===== config.mk =====
export PLATFORM = sky130hd
export DESIGN_NAME = rx_sync_monitor
export DESIGN_NICKNAME = d
export VERILOG_FILES = /design/src/rtl/decoder8b10b_pkg.sv /design/src/rtl/rx_sync_monitor.sv
export SDC_FILE = /design/constraint.sdc
export NUM_CORES = 1
export LEC_CHECK = 0
export CAP_MARGIN = 20
export CORE_ASPECT_RATIO = 1.4
export CORE_MARGIN = 4
export CORE_UTILIZATION = 45
export CTS_BUF_LIST = sky130_fd_sc_hd__clkbuf_4 sky130_fd_sc_hd__clkbuf_8
export DETAILED_ROUTE_END_ITERATION = 12
export GPL_TIMING_DRIVEN = 0
export PLACE_DENSITY = 0.7
export RECOVER_POWER = 100
export SLEW_MARGIN = 20
export SYNTH_ARGS = -nofsm -noshare
export SYNTH_HDL_FRONTEND = slang
export SYNTH_SLANG_ARGS = --single-unit

===== constraint.sdc =====
create_clock -name i_clk -period 3 [get_ports i_clk]
set_clock_uncertainty 0.1 [all_clocks]
set_input_delay 0.45 -clock i_clk [delete_from_list [all_inputs] [get_ports i_clk]]
set_output_delay 0.45 -clock i_clk [all_outputs]
set_load 0.02 [all_outputs]

===== src/rtl/decoder8b10b_pkg.sv =====
// Shared constants for the decoder8b10b receive path.
//   - Code-group synchronisation state encodings (also exported on o_state).
//   - Running-disparity encodings, shared with the code-group error checker.
package decoder8b10b_pkg;

  localparam logic [2:0] ST_LOSS_OF_SYNC = 3'd0;
  localparam logic [2:0] ST_COMMA_DET    = 3'd1;
  localparam logic [2:0] ST_ACQUIRE      = 3'd2;
  localparam logic [2:0] ST_SYNC_ACQ     = 3'd3;

  localparam logic RD_MINUS = 1'b0;
  localparam logic RD_PLUS  = 1'b1;

  typedef enum logic [2:0] {
    LOSS_OF_SYNC = ST_LOSS_OF_SYNC,
    COMMA_DET    = ST_COMMA_DET,
    ACQUIRE      = ST_ACQUIRE,
    SYNC_ACQ     = ST_SYNC_ACQ
  } sync_state_t;

endpackage


===== src/rtl/rx_sync_monitor.sv =====
// rx_sync_monitor
//   Sits after the 8b/10b code-group error checker. It closes the running
//   disparity loop back to the checker, runs a comma-based code-group
//   synchronisation FSM and keeps a saturating invalid-CG count.
// Ports
//   i_clk, i_reset   : receive clock, synchronous active-high reset
//   i_valid          : code-group strobe qualifying all CG inputs
//   i_is_comma       : current CG is a comma
//   i_not_in_table   : checker not-in-table flag
//   i_disp_err       : checker disparity-error flag
//   i_run_disp_next  : checker running disparity after this CG (1 = RD+)
//   i_clr_cnt        : clear of o_err_cnt
//   o_run_disp       : registered running disparity, to the checker
//   o_sync           : code-group synchronisation achieved
//   o_cg_err         : one-cycle pulse, last accepted CG was invalid
//   o_err_cnt        : saturating count of invalid CGs
//   o_state          : FSM state, for debug
module rx_sync_monitor
  import decoder8b10b_pkg::*;
#(
  parameter int COMMAS_TO_SYNC  = 3,
  parameter int ERRS_TO_LOSE    = 4,
  parameter int GOOD_TO_RECOVER = 4,
  parameter int ERR_CNT_W       = 16
) (
  input  logic                 i_clk,
  input  logic                 i_reset,
  input  logic                 i_valid,
  input  logic                 i_is_comma,
  input  logic                 i_not_in_table,
  input  logic                 i_disp_err,
  input  logic                 i_run_disp_next,
  input  logic                 i_clr_cnt,
  output logic                 o_run_disp,
  output logic                 o_sync,
  output logic                 o_cg_err,
  output logic [ERR_CNT_W-1:0] o_err_cnt,
  output logic [2:0]           o_state
);

  localparam logic [2:0] ACQ_LAST  = 3'(COMMAS_TO_SYNC - 1);
  localparam logic [2:0] LVL_LAST  = 3'(ERRS_TO_LOSE - 1);
  localparam logic [3:0] GOOD_LAST = 4'(GOOD_TO_RECOVER - 1);

  sync_state_t state, state_nxt;
  logic [2:0]  acq_cnt, acq_cnt_nxt;
  logic [2:0]  lvl, lvl_nxt;
  logic [3:0]  good, good_nxt;
  logic        bad;

  function automatic logic [ERR_CNT_W-1:0] sat_inc(input logic [ERR_CNT_W-1:0] v);
    return (&v) ? v : v + ERR_CNT_W'(1);
  endfunction

  assign bad     = i_not_in_table | i_disp_err;
  assign o_state = state;

  always_comb begin
    state_nxt   = state;
    acq_cnt_nxt = acq_cnt;
    lvl_nxt     = lvl;
    good_nxt    = good;
    if (i_valid) begin
      case (state)
        LOSS_OF_SYNC: begin
          if (i_is_comma && !bad) begin
            if (COMMAS_TO_SYNC == 1) begin
              state_nxt = SYNC_ACQ;
              lvl_nxt   = '0;
              good_nxt  = '0;
            end else begin
              state_nxt   = COMMA_DET;
              acq_cnt_nxt = 3'd1;
            end
          end
        end
        COMMA_DET: begin
          if (bad || i_is_comma) state_nxt = LOSS_OF_SYNC;
          else                   state_nxt = ACQUIRE;
        end
        ACQUIRE: begin
          if (bad) begin
            state_nxt = LOSS_OF_SYNC;
          end else if (i_is_comma) begin
            if (acq_cnt == ACQ_LAST) begin
              state_nxt = SYNC_ACQ;
              lvl_nxt   = '0;
              good_nxt  = '0;
            end else begin
              state_nxt   = COMMA_DET;
              acq_cnt_nxt = acq_cnt + 3'd1;
            end
          end
        end
        SYNC_ACQ: begin
          // Commas count as ordinary valid CGs once synchronised.
          if (bad) begin
            good_nxt = '0;
            if (lvl == LVL_LAST) state_nxt = LOSS_OF_SYNC;
            else                 lvl_nxt   = lvl + 3'd1;
          end else if (lvl != 3'd0) begin
            if (good == GOOD_LAST) begin
              lvl_nxt  = lvl - 3'd1;
              good_nxt = '0;
            end else begin
              good_nxt = good + 4'd1;
            end
          end
        end
        default: state_nxt = LOSS_OF_SYNC;
      endcase
    end
  end

  always_ff @(posedge i_clk) begin
    if (i_reset) begin
      state      <= LOSS_OF_SYNC;
      acq_cnt    <= '0;
      lvl        <= '0;
      good       <= '0;
      o_sync     <= 1'b0;
      o_cg_err   <= 1'b0;
      o_err_cnt  <= '0;
      o_run_disp <= RD_MINUS;
    end else begin
      state    <= state_nxt;
      acq_cnt  <= acq_cnt_nxt;
      lvl      <= lvl_nxt;
      good     <= good_nxt;
      o_sync   <= (state_nxt == SYNC_ACQ);
      o_cg_err <= i_valid & bad;
      if (i_valid) o_run_disp <= i_run_disp_next;
      // Clear wins over increment; a bad CG in the clear cycle is still counted.
      if (i_clr_cnt)          o_err_cnt <= (i_valid & bad) ? ERR_CNT_W'(1) : '0;
      else if (i_valid & bad) o_err_cnt <= sat_inc(o_err_cnt);
    end
  end

endmodule


==> key figures <==
Worst setup path
  – Crit path required time: approximately 3100 ps
  – Setup crit start kind: primary input
  – Crit Path Max Fanout: 5
  – CP Class: primary input to register
  – Crit path DAT: 2630 ps
  – R2r startpoint: acq_cnt[0]
  – Crit end category: register
  – Worst Setup SP: i_disp_err

Placed design
  – Post-placement setup slack: 490 ps
  – # port buffers: 28
  – DP HPWL: 2890 um
  – Gpl congestion: 0.802

Yosys
  – EDFF count, synth: 0
  – Cell taking the most area after synthesis: dfxtp_1
  – Top cells by area, synth: dfxtp_1 (38%), nor2_1 (5.1%), nand4_1 (3.7%)
  – Syn_nets: 207
  – Mapped Area: 0.00168 mm^2
  – Synth top area share: 38.1%
  – Mapped Cells: 194
  – Ys flop type: dfxtp_1
  – Asr flop ratio synth: 0%
  – Seq cells post-synth: 32
  – Sequential area share after synthesis: a little under two fifths
  – Mean Syn Cell Area: 8.67 um^2
  – Yosys cell types: 53
  – Yosys warning count: 0

Global route
  – Grt ovf: 0
  – Initial antenna violation count: 0
  – First-pass GRT wire length: 6780 um
  – Vias in the first global route: 1538
  – GR Util All Layers: 18.2%
  – Pin count of the biggest net entering global routing: 12

Pwr
  – Peak VDD IR: between 200 and 300 uV
  – P per Cell Area: around 430 mW/mm^2
  – Leakage Power: about 0.8 nW

Final layout
  – Area Growth Syn to Fin: 24.7%
  – Total Nets Final: 242
  – Layout cells sized above 1: around 8%
  – Antenna Cells: 0

Min path
  – Worst hold-check path type: primary input to register
  – HP Start: i_valid

Timing
  – Max-slew violation count: 0
  – Setup-failing EPs final: 0
  – Rel. slew slack: 61.4%
  – Fin. Hold Viols: 0
  – Fin crit share: 85.1%
  – Slew at the pin with the worst max-slew slack: 575 ps
  – Setup TNS: 0 ps
  – Fmax: 392 MHz
  – RSZ-0062 raised after global routing: false
  – Crit path time final: 2550 ps
  – Worst Slack Setup Final: 448 ps

Floorplan
  – Die area: 0.00480 mm^2
  – Die X: just under 60 um
  – Floorplan core area: 0.00364 mm^2
  – Initial Utilization: 46.2%
  – Die Y-Extent: 80.4 um
  – Core Rows: 26
  – Num ports: 30

Clocking
  – Htree depth: 2
  – TritonCTS Sinks: 32
  – CTS buffer count: 5
  – Post-CTS setup buffer count: 0
  – Hold_buf cts: 0
  – Clock Latency Late Sink: 290 ps
  – CTS tree: built
  – Worst-path clk slew: 70 ps
  – Clock tree buffer depth: 2
  – CTS resizes: 0
  – Root Driver: clkbuf_8

Routing
  – Antenna viol nets, final: 0
  – Vias: 1512
  – DR pass1 iterations: 5
  – Residual DRC: 0
  – Routed wire length: 3870 um
  – Post-DR vias/cell: approximately 5.6
  – Number of DRC markers in iteration 0: 40
  – Wire per inst: 14.2 um

Job
  – Max Cap Viol: 0

Run status
  – Status: finished, final reports clean
-- power breakdown --
part / internal [W] / switching (W) / leakage, nW
sequential: 0.000429 / 0.00000436 / 0.259
combinational: 0.0000232 / 0.0000341 / 0.499
clock: 0.000246 / 0.000176 / 0.0541
total: 0.000698 / 0.000214 / 0.812
-- logic make-up (layout without fill, tap and decap cells) --
group | Yosys count | in the layout | synth area share, %
buffers and inverters | 15 | 51 | 3.49
xor gates and xnor gates | 12 | 12 | 6.25
adders and majority gates | 5 | 5 | 4.16
AOI/OAI and AO/OA | 34 | 34 | 15.0
DFF | 32 | 32 | 38.1
muxes | 5 | 5 | 3.05
and+or+nand+nor | 91 | 91 | 30.0
-- placed cells by master, fill, tap and decap left out, types with 2 or more instances in the layout --
cell type        Yosys  final
clkbuf_1             4      4
mux2i_1              4      4
nand4_1             10     10
and2_1               3      2
clkdlybuf4s50_1      0      4
dfxtp_1             32     32
a31oi_1              3      3
nor2_1              23     24
dlygate4sd3_1        0     24
ha_1                 4      4
nor4_1               2      2
o211a_1              2      2
xnor2_1              5      5
nand2_1             10     10
and3_1               4      4
xor2_1               7      7
a21oi_1              8      9
nor3_1               9     10
and4_1               5      5
nand3_1              6      6
clkbuf_8             0      5
nand2b_1             5      5
or3_1                2      2
nand3b_1             2      2
o21ai_0              6      6
inv_1                8      9
-- registers in the layout (all words and copies together) (netlist names) --
| signal | flops |
|---|---|
| o_sync | 1 |
| acq_cnt | 3 |
| lvl | 3 |
| o_state | 3 |
| o_cg_err | 1 |
| o_run_disp | 1 |
| o_err_cnt | 16 |
| good | 4 |
-- area by class of cell --
type	count	area, um^2
fill	357	1550
multi-input combinational	147	955
sequential	32	641
timing repair buffer	28	280
clock buffer	5	68.8
tap	42	52.6
clock inverter	3	42.5
inverter	9	33.8
buffer	6	25.0
-- final timing paths --
kind / depth (start not counted) / slack, ps / end
worst max-delay path: 8 / 450 / lvl[2]
worst min-delay path: 2 / 370 / o_state[2]
worst max register to register: 7 / 1190 / good[2]
worst min register to register: 2 / 400 / good[1]
-- Yosys cell counts, types with 2 or more instances --
cell       n
nand4_1   10
dfxtp_1   32
nor2_1    23
and3_1     4
nand3_1    6
or3_1      2
mux2i_1    4
nand3b_1   2
a31oi_1    3
o21ai_0    6
nand2_1   10
xor2_1     7
xnor2_1    5
inv_1      8
a21oi_1    8
ha_1       4
nor4_1     2
clkbuf_1   4
nor3_1     9
and2_1     3
o211a_1    2
and4_1     5
nand2b_1   5
-- per-layer routing --
metal	GRT usage, %	wire, um	vias to the layer above	share of wire [%]
met5	0	0	-	0
met4	8.87	75	0	1.9
met3	4.18	186	7	4.8
met2	31.6	2020	42	52
met1	20.2	1590	698	41
li1	-	-	765	-
-- critical path, stage by stage --
cell           delay (ps)
dlygate4sd3_1         590
nor2_1                330
inv_1                 180
fa_1                  410
xnor2_1               220
nor2_1                 50
and3_1                160
a221o_1               240
-- metrics by stage --
step	utilization [%]	total power, W	area, um^2	std cells	hold WS (ps)
floorplan	-	0.000477	1680	194	362
global placement	55.3	0.000504	2020	264	380
detailed placement	55.3	0.000505	2020	264	388
CTS	58.4	0.000924	2130	272	367
global route	57.6	0.000945	2100	272	387
finish	57.6	0.000912	2100	272	373
Note: power is estimated with default switching activity, not from simulation.
